--- src/rtl/wb_timer.sv ---
// wb_timer: Wishbone-mapped down-counting timer with sticky timeout, continuous mode and level interrupt.
module wb_timer #(
  parameter int PERIOD_WIDTH = 32,
  parameter int RESET_PERIOD = 20
) (
  input  logic        clk_i,
  input  logic        reset_n,
  input  logic [3:0]  wb_adr_i,
  input  logic [31:0] wb_dat_i,
  input  logic [3:0]  wb_sel_i,
  input  logic        wb_we_i,
  input  logic        wb_stb_i,
  input  logic        wb_cyc_i,
  output logic [31:0] wb_dat_o,
  output logic        wb_ack_o,
  output logic        intr_o
);
  localparam int W = PERIOD_WIDTH;
  logic [W-1:0] period, cnt;
  logic run, to, ito, cont;
  logic acc, wr, ctl, start, stop, expire, clr;
  logic [1:0] a;
  logic [31:0] p32, pm, rd;
  logic unused;
  assign unused = &{1'b0, wb_adr_i[1:0]};
  always_comb begin
    acc = wb_stb_i & wb_cyc_i & !wb_ack_o;
    wr = acc & wb_we_i;
    a = wb_adr_i[3:2];
    ctl = wr & (a == 2'd1) & wb_sel_i[0];
    stop = ctl & wb_dat_i[3];
    start = ctl & wb_dat_i[2] & !wb_dat_i[3];
    clr = wr & (a == 2'd0) & wb_sel_i[0];
    expire = run & !start & !stop & (cnt <= W'(1));
    p32 = 32'(period);
    pm = p32;
    for (int i = 0; i < 4; i++) pm[i*8+:8] = wb_sel_i[i] ? wb_dat_i[i*8+:8] : p32[i*8+:8];
    rd = a == 2'd0 ? {30'd0, run, to} : a == 2'd1 ? {30'd0, cont, ito} : a == 2'd2 ? p32 : 32'(cnt);
  end
  // Reads return pre-edge contents; expiry beats a same-edge STATUS clear.
  always_ff @(posedge clk_i or negedge reset_n) begin
    if (!reset_n) begin
      wb_ack_o <= 1'b0;
      wb_dat_o <= '0;
      period <= W'(RESET_PERIOD);
      cnt <= '0;
      run <= 1'b0;
      to <= 1'b0;
      ito <= 1'b0;
      cont <= 1'b0;
    end else begin
      wb_ack_o <= acc;
      wb_dat_o <= (acc & !wb_we_i) ? rd : '0;
      if (clr) to <= 1'b0;
      if (expire) to <= 1'b1;
      if (ctl) begin
        ito <= wb_dat_i[0];
        cont <= wb_dat_i[1];
      end
      if (wr & (a == 2'd2)) period <= pm[W-1:0];
      if (stop) run <= 1'b0;
      else if (start) begin
        cnt <= period;
        run <= 1'b1;
      end else if (expire) begin
        cnt <= cont ? period : '0;
        run <= cont;
      end else if (run) cnt <= cnt - W'(1);
    end
  end
  assign intr_o = to & ito;
endmodule

--- config.mk ---
export PLATFORM = sky130hd
export DESIGN_NAME = wb_timer
export DESIGN_NICKNAME = d
export VERILOG_FILES = /design/src/rtl/wb_timer.sv
export SDC_FILE = /design/constraint.sdc
export NUM_CORES = 1
export LEC_CHECK = 0
export CORE_MARGIN = 2
export CORE_UTILIZATION = 54
export DETAILED_ROUTE_END_ITERATION = 8
export GPL_ROUTABILITY_DRIVEN = 0
export HOLD_SLACK_MARGIN = 0.05
export PLACE_DENSITY = 0.8
export SETUP_SLACK_MARGIN = 0.5
export SYNTH_ARGS = -nofsm -noshare
export SYNTH_HDL_FRONTEND = slang
export SYNTH_SLANG_ARGS = --single-unit
--- constraint.sdc ---
create_clock -name clk_i -period 2.85 [get_ports clk_i]
set_input_delay 0.4275 -clock clk_i [delete_from_list [all_inputs] [get_ports clk_i]]
set_output_delay 0.4275 -clock clk_i [all_outputs]
set_load 0.01 [all_outputs]
==> impl_metrics.tcl <==
set metrics [dict create \
    crit_path_start_kind "flip-flop" \
    fin_crit_sh_pct 96.0 \
    cap_violations 0 \
    routed_wl_um 13500 \
    outcome "finished clean" \
    n_antenna_cell 0 \
    core_um2 8760 \
    start_util_pct 56.1 \
    ir_drop_v 0.000300 \
    hp-class "input port to async pin" \
    power_frac_comb_pct 29.8 \
    yosysUniqueCellTypes 58 \
    antenna_found_initial 0 \
    p_int_mw 2.54 \
    stdcell_count 689 \
    grt_pass1_vias 4396 \
    syn2layout_area_growth_pct 32.3 \
    synth_top_area_cell "dfrtp_1" \
    io_pins 79 \
    n_fill_cell 579 \
    rsz0062_at_grt "yes" \
    cp_max_fo 5 \
    synthArstFlopShare_pct 100 \
    wl_per_cell_um 19.5 \
    final_nets 624 \
    ys_warn_count 0 \
    drive_above_1_share_pct 23.9 \
    clock_latency_ps 360 \
    setup-tns-final_ps 0 \
    critPathRequiredTime_ps 3090 \
    grt_first_pass_wirelength_um 21800 \
    antenna_left 0 \
    fin_worst_skew_ps 13.6 \
    cts_max_level 3 \
    dpl.hpwl_um 8560 \
    fin_util_pct 74.3 \
    grt_max_degree 55 \
    die_h_um 99.5 \
    synthCells 461 \
    slew_headroom_pct 53.7 \
    grt-ovfl-total 0 \
    p_per_area_nw_per_um2 599 \
    cts-root-buf "clkbuf_8" \
    grt_use_total_pct 27.9 \
    synth-seq-cells 101 \
    postSynthAreaPerCell_um2 10.7 \
    worstMarginPinSlew_ps 695 \
    worst_slack_ps 113 \
    synth_commonest_cells "dfrtp_1 (99), nor2_1 (51), nand2_1 (41), mux2_2 (34), mux2i_1 (30)" \
    hold_viol 0 \
    switching_share_pct 34.9 \
    max_clock_freq_ghz 0.365 \
    cts_tree "built" \
    p_leak_nw 2.88 \
    finalPower_mw 3.90 \
    setup_viol 0 \
    p_sw_mw 1.36 \
    crit_type "flip-flop to flip-flop" \
    clkPwrFrac_pct 20.8 \
    cp.arrival_ps 2980 \
    drc_errors 0 \
    clock_sinks 101 \
    syn_area_um2 4920 \
    slew_viol_final 0 \
    vias_per_cell 6.36 \
    clk_pin_slew_worst_paths_ps 100 \
    rows 34 \
    cp-end-kind "flip-flop" \
    die-area_um2 9890 \
    synth_nets 508 \
    synth_most_common_cell "dfrtp_1" \
    clockBufferDepth 2 \
    dp.cells 656 \
    synthFlopType "dfrtp_1" \
    dpl_worst_slack_ps 141 \
    drtIter0Drc 514 \
    period_needed_ps 2740 \
    vias 4381 \
    cts-buffers-inserted 9 \
    firstDrtPassIters 5 \
    yosys-top-cells-area "dfrtp_1 (50%), mux2_2 (7.8%), mux2i_1 (6.1%)" \
    yosysSeqAreaShare_pct 51.4 \
    die_x_um 99.5 \
    sequentialPowerShare_pct 49.4 \
    io_buffers 76 \
    synth-edff-count 0 \
    synth_top_area_share_pct 50.4 \
]
## per-stage QoR
stage / hold WS, ps / area [µm²]
after floorplan: 132 / 4950
after global placement: 501 / 6040
after detailed placement: 512 / 6040
after CTS: 117 / 6410
after global routing: 145 / 6510
final: 94.6 / 6510
## cell type report
type | count | area, µm² | area share, %
Timing Repair Buffer | 130 | 1280 | 19.7
Tap cell | 108 | 135 | 2.08
Inverter | 2 | 7.51 | 0.115
Clock inverter | 3 | 22.5 | 0.346
Sequential cell | 101 | 2530 | 38.9
Clock buffer | 12 | 145 | 2.23
Multi-Input combinational cell | 333 | 2390 | 36.7
## layout by cell type (no fill, tap or decap), drive strengths merged, types with 4 or more instances in the layout
cell type,n
or3,9
nor3,15
and2,5
mux2,34
o211ai,6
a31oi,4
buf,55
o31ai,4
nand2,41
nor2,51
clkbuf,12
mux2i,30
nand3,11
or4,10
o21ai,26
a22oi,5
a21oi,17
dfrtp,99
and3,4
nor3b,4
nor4,11
clkdlybuf4s50,74
## worst paths after layout
kind,start,to,slack [ps],cells after the start
worst max-delay path,cnt[23],cnt[14],110,7
max in group asynchronous,reset_n,p32[2],2020,2
worst max register to register,cnt[23],cnt[14],110,7
worst min-delay path,reset_n,wb_dat_o[6],90,1
min in group clk_i,p32[26],cnt[26],530,2
worst min register to register,p32[26],cnt[26],530,2
## what timing repair did
item,in CTS,in global routing
setup buffers,10,5
setup endpoints to repair,34,34
pin swaps,13,8
resized for setup,34,15
hold buffers,0,0
gates cloned,2,1
## flip-flops by register name, indices dropped and copies added, names as in the netlist
signal,cells
wb_dat_o,32
to,1
wb_ack_o,1
run,1
cnt,32
cont,1
p32,32
ito,1
## per-layer routing
| layer | vias up | GRT usage [%] | wire, µm |
|---|---|---|---|
| li1 | 1935 | - | - |
| met1 | 2086 | 38.3 | 5470 |
| met2 | 290 | 45.2 | 6260 |
| met3 | 70 | 5.20 | 1220 |
| met4 | 0 | 8.96 | 516 |
| met5 | - | 0 | 0 |
## kinds of logic after synthesis
logic type	share of synthesized area, %
adder cells (fa/ha/maj)	0.509
AND/OR/NAND/NOR	18.7
AO/OA/AOI/OAI	11.9
multiplexers	14.8
buffers and inverters	2.34
flip-flops	51.4
XOR/XNOR	0.356
## power by group through the flow
stage	Sequential [mW]	Combinational, mW	Clock, mW
4_1_cts	1.90	1.08	0.824
3_3_place_gp	1.91	0.995	0
5_1_grt	1.95	1.26	0.880
2_1_floorplan	1.84	0.696	0
3_5_place_dp	1.93	1.02	0
6_report	1.92	1.16	0.810
## worst max-delay path, stage by stage, from the launching register on
cell and delay (ps):
dfrtp_1 440, or4_4 550, or4_4 490, buf_4 170, nor4_4 350, nor2_2 150
and3_1 190, a211o_1 260
Power figures use the tool's default switching activity.
